$ cat src/rtl/sic_muldiv_lock_arbiter_if.sv
// ---------------------------------------------------------------------------
// sic_muldiv_lock_arbiter_if
// Bundle between the SIC array and the mul/div lock arbiter.
//   req            : per-SIC lock request (level)
//   req_issue_id   : issue id per SIC, slot i at [i*ID_WIDTH +: ID_WIDTH]
//   release_lock   : per-SIC one-cycle release pulse
//   head_issue_id  : issue id of the oldest uncommitted instruction
//   flush          : pipeline flush, drops the lock
//   grant          : one-hot-or-zero grant back to the SICs
//   owner_valid    : lock currently held
//   owner_idx      : holder index (0 when no holder)
//   err_stray_rel  : sticky stray-release flag
// master = SIC side (drives requests), slave = arbiter.
// ---------------------------------------------------------------------------
interface sic_muldiv_lock_arbiter_if #(
  parameter int NUM_SICS = 4,
  parameter int ID_WIDTH = 8
);
  localparam int IDX_W = $clog2(NUM_SICS);

  logic [NUM_SICS-1:0]          req;
  logic [NUM_SICS*ID_WIDTH-1:0] req_issue_id;
  logic [NUM_SICS-1:0]          release_lock;
  logic [ID_WIDTH-1:0]          head_issue_id;
  logic                         flush;
  logic [NUM_SICS-1:0]          grant;
  logic                         owner_valid;
  logic [IDX_W-1:0]             owner_idx;
  logic                         err_stray_rel;

  modport master (
    output req, req_issue_id, release_lock, head_issue_id, flush,
    input  grant, owner_valid, owner_idx, err_stray_rel
  );

  modport slave (
    input  req, req_issue_id, release_lock, head_issue_id, flush,
    output grant, owner_valid, owner_idx, err_stray_rel
  );
endinterface

$ cat src/rtl/sic_muldiv_lock_arbiter.sv
// ---------------------------------------------------------------------------
// sic_muldiv_lock_arbiter
// Owns the lock on the shared mul/div unit. Grants the oldest requester
// (age measured from the commit head, modulo 2**ID_WIDTH), holds it until
// the owner releases, then hands off to the next oldest with no bubble.
// Ports:
//   clk    : clock
//   rst_n  : synchronous active-low reset
//   bus    : sic_muldiv_lock_arbiter_if.slave (requests in, grant/status out)
// ---------------------------------------------------------------------------
module sic_muldiv_lock_arbiter #(
  parameter int NUM_SICS = 4,
  parameter int ID_WIDTH = 8
) (
  input  logic                          clk,
  input  logic                          rst_n,
  sic_muldiv_lock_arbiter_if.slave      bus
);
  localparam int IDX_W = $clog2(NUM_SICS);

  typedef enum logic {ST_IDLE = 1'b0, ST_LOCKED = 1'b1} state_t;

  state_t           r_state;
  logic [IDX_W-1:0] r_owner_idx;
  logic             r_err;

  state_t           w_nxt_state;
  logic [IDX_W-1:0] w_nxt_idx;
  logic             w_nxt_err;
  logic [NUM_SICS-1:0] w_owner_oh;
  logic [NUM_SICS-1:0] w_stray;
  logic [IDX_W:0]      w_win_all;
  logic [IDX_W:0]      w_win_rem;

  // Oldest requester in mask: {found, idx}. Strict '<' keeps the lowest
  // index on equal ages since slots are scanned upward.
  function automatic logic [IDX_W:0] f_oldest(
    input logic [NUM_SICS-1:0]          mask,
    input logic [NUM_SICS*ID_WIDTH-1:0] ids,
    input logic [ID_WIDTH-1:0]          head
  );
    logic             found;
    logic [IDX_W-1:0] idx;
    logic [ID_WIDTH-1:0] best;
    logic [ID_WIDTH-1:0] age;
    found = 1'b0;
    idx   = '0;
    best  = '0;
    for (int i = 0; i < NUM_SICS; i++) begin
      if (mask[i]) begin
        age = ids[i*ID_WIDTH +: ID_WIDTH] - head;
        if (!found || age < best) begin
          found = 1'b1;
          idx   = IDX_W'(i);
          best  = age;
        end
      end
    end
    return {found, idx};
  endfunction

  // State register
  always_ff @(posedge clk) begin
    if (!rst_n) begin
      r_state     <= ST_IDLE;
      r_owner_idx <= '0;
      r_err       <= 1'b0;
    end else begin
      r_state     <= w_nxt_state;
      r_owner_idx <= w_nxt_idx;
      r_err       <= w_nxt_err;
    end
  end

  // Next-state logic
  always_comb begin
    w_owner_oh  = (r_state == ST_LOCKED) ? (NUM_SICS'(1) << r_owner_idx) : '0;
    // Any release bit not belonging to the current owner is stray.
    w_stray     = bus.release_lock & ~w_owner_oh;
    w_win_all   = f_oldest(bus.req, bus.req_issue_id, bus.head_issue_id);
    // On handoff the releasing owner is excluded even if its req is still up.
    w_win_rem   = f_oldest(bus.req & ~w_owner_oh, bus.req_issue_id, bus.head_issue_id);
    w_nxt_state = r_state;
    w_nxt_idx   = r_owner_idx;
    w_nxt_err   = r_err | (|w_stray);

    if (bus.flush) begin
      w_nxt_state = ST_IDLE;
      w_nxt_idx   = '0;
    end else begin
      unique case (r_state)
        ST_IDLE: begin
          if (w_win_all[IDX_W]) begin
            w_nxt_state = ST_LOCKED;
            w_nxt_idx   = w_win_all[IDX_W-1:0];
          end
        end
        ST_LOCKED: begin
          if (|(bus.release_lock & w_owner_oh)) begin
            if (w_win_rem[IDX_W]) begin
              w_nxt_idx = w_win_rem[IDX_W-1:0];
            end else begin
              w_nxt_state = ST_IDLE;
              w_nxt_idx   = '0;
            end
          end
        end
        default: begin
          w_nxt_state = ST_IDLE;
          w_nxt_idx   = '0;
        end
      endcase
    end
  end

  // Outputs: grant follows registered ownership gated by the owner's live req.
  always_comb begin
    bus.owner_valid   = (r_state == ST_LOCKED);
    bus.owner_idx     = r_owner_idx;
    bus.err_stray_rel = r_err;
    bus.grant         = '0;
    if (r_state == ST_LOCKED) begin
      bus.grant = (NUM_SICS'(1) << r_owner_idx) & bus.req;
    end
  end

endmodule

$ cat src/flat_wrapper.sv
// flat-port wrapper written by rule: the top's interface ports become plain ports
module sic_muldiv_lock_arbiter_flat 
#(
  parameter int NUM_SICS = 4,
  parameter int ID_WIDTH = 8
)
  (clk, rst_n, bus_req, bus_req_issue_id, bus_release_lock, bus_head_issue_id, bus_flush, bus_grant, bus_owner_valid, bus_owner_idx, bus_err_stray_rel);
  sic_muldiv_lock_arbiter_if #(.NUM_SICS(NUM_SICS), .ID_WIDTH(ID_WIDTH)) bus_i ();
  input  logic clk;
  input  logic rst_n;
  input wire logic [$bits(bus_i.req)-1:0] bus_req;
  input wire logic [$bits(bus_i.req_issue_id)-1:0] bus_req_issue_id;
  input wire logic [$bits(bus_i.release_lock)-1:0] bus_release_lock;
  input wire logic [$bits(bus_i.head_issue_id)-1:0] bus_head_issue_id;
  input wire logic [$bits(bus_i.flush)-1:0] bus_flush;
  output wire logic [$bits(bus_i.grant)-1:0] bus_grant;
  output wire logic [$bits(bus_i.owner_valid)-1:0] bus_owner_valid;
  output wire logic [$bits(bus_i.owner_idx)-1:0] bus_owner_idx;
  output wire logic [$bits(bus_i.err_stray_rel)-1:0] bus_err_stray_rel;
  assign bus_i.req = bus_req;
  assign bus_i.req_issue_id = bus_req_issue_id;
  assign bus_i.release_lock = bus_release_lock;
  assign bus_i.head_issue_id = bus_head_issue_id;
  assign bus_i.flush = bus_flush;
  assign bus_grant = bus_i.grant;
  assign bus_owner_valid = bus_i.owner_valid;
  assign bus_owner_idx = bus_i.owner_idx;
  assign bus_err_stray_rel = bus_i.err_stray_rel;
  sic_muldiv_lock_arbiter #(.NUM_SICS(NUM_SICS), .ID_WIDTH(ID_WIDTH)) u_core (.clk(clk), .rst_n(rst_n), .bus(bus_i));
endmodule
$ cat config.mk
export PLATFORM = sky130hd
export DESIGN_NAME = sic_muldiv_lock_arbiter_flat
export DESIGN_NICKNAME = d
export VERILOG_FILES = /design/src/rtl/sic_muldiv_lock_arbiter_if.sv /design/src/rtl/sic_muldiv_lock_arbiter.sv /design/src/flat_wrapper.sv
export SDC_FILE = /design/constraint.sdc
export NUM_CORES = 1
export LEC_CHECK = 0
export CORE_UTILIZATION = 50
export CTS_CLUSTER_SIZE = 24
export DETAILED_ROUTE_END_ITERATION = 10
export PLACE_DENSITY_LB_ADDON = 0.25
export SYNTH_ARGS = -nofsm -noshare
export SYNTH_HDL_FRONTEND = slang
export SYNTH_SLANG_ARGS = --single-unit
$ cat constraint.sdc
create_clock -name clk -period 9.8 [get_ports clk]
set_input_delay 2.45 -clock clk [delete_from_list [all_inputs] [get_ports clk]]
set_output_delay 2.45 -clock clk [all_outputs]
set_load 0.005 [all_outputs]
==> results.json, run 1 <==
{
  "syn_avg_cell_area_um2": 7.53,
  "worst_hold_startpoint": "u_core.bus.err_stray_rel",
  "fin_crit_sh_pct": 95.8,
  "worstRegToRegCells": 25,
  "cts.sinks": 4,
  "finClkSkew_ns": 0.000810,
  "r2r-start": "u_core.bus.owner_valid",
  "critPathKind": "input port to flip-flop",
  "nFillCells": 562,
  "place_hpwl_mm": 7.85,
  "crit_path_start_kind": "input port",
  "synth_top_flop_cell": "dfxtp_1",
  "vias_per_cell": 5.96,
  "cts_tree": "built",
  "drtIter0Drc": 170,
  "yosysTopAreaCellShare_pct": 27.6,
  "hold_ws_ns": 0.550,
  "rows": 28,
  "synthArstFlopShare_pct": 0,
  "worst_pin_slew_ns": 0.626,
  "antenna_found_initial": 0,
  "slowest_stage": "clkdlybuf4s50_1",
  "setup_violations": 0,
  "core_mm2": 0.00603,
  "relSlewSlack_pct": 58.1,
  "slowest_delay_ns": 0.61,
  "cts.reportedPaths.clkPinSlew_ns": 0.03,
  "r2r_setup_slack_ns": 3.26,
  "yosys_warnings": 0,
  "gr-total-overflow": 0,
  "avgRoutedWirePerCell_um": 16.5,
  "netlist_top_cells_area": "ha_1 (28%), inv_1 (5.2%), a21oi_1 (4.7%), xnor2_1 (4.1%), nand2_1 (4.0%)",
  "die_area_mm2": 0.00666,
  "max_freq_mhz": 106,
  "io_pins": 59,
  "rr_endpoint": "u_core.bus.owner_idx[1]",
  "fin_tns_setup_ns": 0,
  "dr.pass1.iters": 4,
  "worst_ep_arrival_time_ns": 9.51,
  "vias": 3320,
  "drc": 0,
  "initial_core_util_pct": 52.6,
  "drv_slew": 0,
  "clk_latency_ns": 0.22,
  "max-vdd-ir-drop_mv": 0.0766,
  "grt_max_degree": 18,
  "hold_class": "flip-flop to flip-flop",
  "maxCapViolations": 0,
  "fp.dieH_um": 81.6,
  "synth_edf_count": 0,
  "postRouteAntennaNets": 0,
  "hold_depth": 2,
  "final_cell_mix": "ha_1 (70), clkdlybuf4s50_1 (58), inv_1 (43), nand2_1 (34), nor2_1 (33)",
  "grt_pass1_wl_mm": 15.0,
  "gp_congestion": 0.937,
  "cts-root-buf": "clkbuf_8",
  "power.density_mw_per_mm2": 129,
  "htreeDepth": 1,
  "cts_max_path_buffers": 2,
  "die_w_um": 81.6,
  "cp.required_ns": 9.92,
  "critPathMaxFanout": 8,
  "status": "completed",
  "critical_path.top_delay_family": "compound AO/OA/AOI/OAI gates",
  "yosys.cell_types.count": 60,
  "hold_viol": 0,
  "worstSetupEndpointType": "flip-flop",
  "p_leak_uw": 0.00175,
  "portBuffers": 58,
  "drt_wl_total_mm": 9.19,
  "drive_above_1_share_pct": 6.64,
  "rsz0062_at_grt": "no",
  "grtUsageTotal_pct": 29.1,
  "cts_buffers": 3,
  "syn_area_mm2": 0.00317,
  "final_common_cell": "ha_1",
  "synth_largest_area_cell": "ha_1",
  "grt_pass1_vias": 3257,
  "cp_num_buf_inv": 5,
  "min_to": "u_core.bus.err_stray_rel",
  "synth_nets": 546,
  "syn_inst": 421,
  "n_antenna_cell": 0,
  "ys_seq_area_share_pct": 2.53,
  "nets": 609,
  "synth.ff_latch_count": 4,
  "syn2layout_area_growth_pct": 23.4,
  "min_period_ns": 9.39
}
worst max-delay path by stage:
stage,startpoint,endpoint,cells past startpoint
6_report,bus_head_issue_id[0],u_core.bus.owner_idx[1],30
3_5_place_dp,bus_head_issue_id[0],u_core.bus.owner_idx[1],30
3_3_place_gp,bus_head_issue_id[1],u_core.bus.owner_idx[1],31
4_1_cts,bus_head_issue_id[0],u_core.bus.owner_idx[1],30
5_1_grt,bus_head_issue_id[1],u_core.bus.owner_idx[1],31
2_1_floorplan,bus_head_issue_id[1],u_core.bus.owner_idx[1],28
worst register-to-register path, delay by kind of cell, from the launching register on:
family	cells	cell delay, ns
compound gates	11	2.63
fa+ha+maj	3	0.83
buf+inv	3	0.26
flops	1	0.53
mux	2	0.76
simple gates	6	1.44
cell type report:
type                       count  area, um^2  share of cell area [%]
clock buffer                   3        41.3                    1.06
inverter                      44         165                    4.22
multi-input combinational    365        2890                    73.9
sequential                     4        80.1                    2.05
tap                           75        93.8                    2.40
timing repair buffer          66         641                    16.4
metal layers:
metal | GRT usage, % | vias up | part of all wire, %
met5 | 0 | - | 0
met4 | 8.42 | 0 | 3.0
met3 | 0.667 | 23 | 4.8
met2 | 53.7 | 102 | 49
met1 | 36.6 | 1539 | 44
li1 | - | 1656 | -
what timing repair did:
item | 4_1_cts | 5_1_grt
endpoints found under the setup margin | 0 | 2
gates resized for setup | 0 | 6
buffers inserted | 0 | 4
hold buffers | 0 | 0
hold endpoints to repair | 0 | 0
kinds of logic after synthesis:
| group | share of synthesized area, % |
|---|---|
| AOI/OAI and AO/OA | 27.6 |
| xor gates and xnor gates | 7.18 |
| adders and majority gates | 30.2 |
| buffers and inverters | 7.22 |
| DFF | 2.53 |
| muxes | 6.67 |
| and+or+nand+nor | 18.6 |
state kept, by name, summed over array words and instances (netlist names):
| signal | flops |
|---|---|
| u_core.bus.err_stray_rel | 1 |
| u_core.bus.owner_idx | 2 |
| u_core.bus.owner_valid | 1 |
per-stage QoR:
| stage | power, uW | utilization [%] | area (um^2) | setup slack [ns] | std cells |
|---|---|---|---|---|---|
| after detailed placement | 444 | 63.2 | 3810 | 0.0565 | 550 |
| after global routing | 559 | 64.9 | 3910 | 0.0218 | 557 |
| after global placement | 429 | 63.2 | 3810 | 0.103 | 550 |
| after CTS | 480 | 63.9 | 3850 | 0.247 | 553 |
| final | 505 | 64.9 | 3910 | 0.409 | 557 |
| after floorplan | 330 | - | 3170 | 1.43 | 421 |
power breakdown:
group	switching, uW	total [uW]	internal (uW)
Sequential	4.82	22.9	18.1
Clock	8.33	34.5	26.2
Combinational	246	447	201
cells in the mapped netlist, types with 2 or more instances:
library cell   n
nand4_1        3
o211ai_1       3
mux2i_1       11
o31ai_1        2
mux2_2         7
dfxtp_1        4
o21a_1        10
ha_1          70
o211a_1        2
inv_1         44
nand2b_1       6
buf_6          4
nor2b_1        9
o2111ai_1      2
a211o_1        3
a2111o_1       2
a211oi_1       5
a221oi_1       3
fa_1           4
and2_1         4
a31oi_1        6
xor2_1        11
o21ai_0       24
buf_2          3
or3_1          2
o31a_1         2
a21boi_0       3
nand3_1       10
nor2_1        33
xnor2_1       15
o21bai_1       3
a21o_1        10
a21oi_1       30
nor3_1        11
nand2_1       34
o2111a_1       2
(Power assumes the default switching activity.)
==> inputs of run 2 (changes only) <==
- CAP_MARGIN: not set -> 20
==> results of run 2 <==
No change in the layout: final DEF, timing and power equal those of run 1.
==> inputs of run 3 (changes only) <==
- clock period: 9.8 -> 9.7 ns (I/O delays scaled with it)
==> results.json, run 3 (synthesis gave the netlist of run 1 again) <==
{
  "status": "completed",
  "slowest_stage": "clkdlybuf4s50_1",
  "p_switching_uw": 267,
  "crit_path_start_kind": "input port",
  "rsz0062_at_grt": "no",
  "postCtsHoldBufs": 0,
  "syn2layout_area_growth_pct": 23.6,
  "max-vdd-ir-drop_mv": 0.0871,
  "fin_tns_setup_ns": 0,
  "grt_max_degree": 15,
  "rows": 28,
  "worst_slack_ns": 0.409,
  "cts_max_path_buffers": 2,
  "cts-root-buf": "clkbuf_8",
  "final_common_cell": "ha_1",
  "finClkSkew_ns": 0.00420,
  "initial_core_util_pct": 52.6,
  "clk_latency_ns": 0.22,
  "gr-total-overflow": 0,
  "drc": 0,
  "worst_pin_slew_ns": 0.542,
  "portBuffers": 58,
  "gp_congestion": 0.968,
  "largest_reg_flops": 2,
  "core_mm2": 0.00603,
  "vias_per_cell": 6.07,
  "wl_met3_um": 340,
  "drive_above_1_share_pct": 7.08,
  "n_antenna_cell": 0,
  "worst_ep_arrival_time_ns": 9.42,
  "final_cell_mix": "ha_1 (70), clkdlybuf4s50_1 (57), inv_1 (43), nand2_1 (34), nor2_1 (33)",
  "cp.required_ns": 9.83,
  "setup_violations": 0,
  "nets": 607,
  "postRouteAntennaNets": 0,
  "p_comb_share_pct": 88.4,
  "hold_viol": 0,
  "critPathKind": "input port to flip-flop",
  "antenna_found_initial": 0,
  "maxCapViolations": 0,
  "grt_pass1_vias": 3234,
  "wl_met1_mm": 4.18,
  "dr.pass1.iters": 5,
  "critPathMaxFanout": 8,
  "swShare_pct": 51.9,
  "p_int_uw": 248,
  "cts.sinks": 4,
  "multi_input_area_mm2": 0.00291,
  "die_w_um": 81.6,
  "clockPowerShare_pct": 7.0,
  "seqPwrFrac_pct": 4.5,
  "dr.max_layer_used": "met4",
  "route.met2.wl_mm": 4.45,
  "hold_class": "flip-flop to flip-flop",
  "drv_slew": 0,
  "grt_pass1_wl_mm": 14.6,
  "power.density_mw_per_mm2": 131,
  "cts.reportedPaths.clkPinSlew_ns": 0.03,
  "place_hpwl_mm": 7.78,
  "relSlewSlack_pct": 63.6,
  "die_area_mm2": 0.00666,
  "hold_ws_ns": 0.538,
  "p_leak_uw": 0.00175,
  "avgRoutedWirePerCell_um": 16.6,
  "slowest_delay_ns": 0.45,
  "drtIter0Drc": 156,
  "vias": 3367,
  "max_freq_mhz": 108,
  "cts_buffers": 3,
  "drt_wl_total_mm": 9.21,
  "nFillCells": 548,
  "min_period_ns": 9.29,
  "grtUsageTotal_pct": 28.3,
  "regArea_um2": 80.1,
  "htreeDepth": 1,
  "fin_crit_sh_pct": 95.8,
  "io_pins": 59,
  "cts_tree": "built",
  "post-place-ws_ns": -0.107,
  "worstSetupEndpointType": "flip-flop",
  "fp.dieH_um": 81.6
}
-- run 3: changes by cell type in the layout (fill, tap and decap cells not counted), sizes merged --
cell,previous run,this run
buf,8,6
clkdlybuf4s50,58,57
dlymetal6s2s,0,1
-- run 3: routing by layer --
metal	track usage (%)	up-vias
li1	-	1656
met1	34.8	1577
met2	51.1	112
met3	1.67	22
met4	11.2	0
met5	0	-
-- run 3: path summary, 6_finish.rpt --
path / from / to / slack, ns / depth (start not counted)
setup / recovery: bus_head_issue_id[1] / u_core.bus.owner_idx[1] / 0.41 / 31
hold / removal: u_core.bus.err_stray_rel / u_core.bus.err_stray_rel / 0.54 / 2
setup reg to reg: u_core.bus.owner_valid / u_core.bus.owner_idx[1] / 3.25 / 25
hold reg to reg: u_core.bus.err_stray_rel / u_core.bus.err_stray_rel / 0.54 / 2
-- run 3: layout make-up --
cell class	count	area share [%]
tap	75	2.39
inverter	44	4.21
sequential	4	2.04
multi-input combinational	365	74.3
timing repair buffer	64	16.0
clock buffer	3	1.05
-- run 3: per-stage QoR --
step	area (um^2)	power, uW	std cells	util, %
finish	3920	514	555	65.0
global route	3920	567	555	65.0
CTS	3850	486	553	63.9
detailed placement	3810	448	550	63.2
global placement	3810	434	550	63.2
floorplan	3170	333	421	-
-- run 3: repair_timing --
item | CTS | global route
setup buffers | 0 | 2
setup endpoints to repair | 0 | 2
gates resized for setup | 0 | 11
hold endpoints to repair | 0 | 0
-- run 3: critical path: cells and delay by family --
kind / cells / cell delay [ns]
simple gates: 6 / 1.03
fa+ha+maj: 4 / 1.19
buf+inv: 6 / 0.98
xor+xnor: 1 / 0.20
compound gates: 12 / 2.86
mux: 2 / 0.71
-- run 3: power groups by stage --
stage	Clock, uW	Sequential (uW)	Combinational, uW
after CTS	35.7	23.2	427
after global placement	0	23.2	411
after floorplan	0	19.8	313
final	36.2	23.3	455
after detailed placement	0	23.4	425
after global routing	37.2	24.0	506
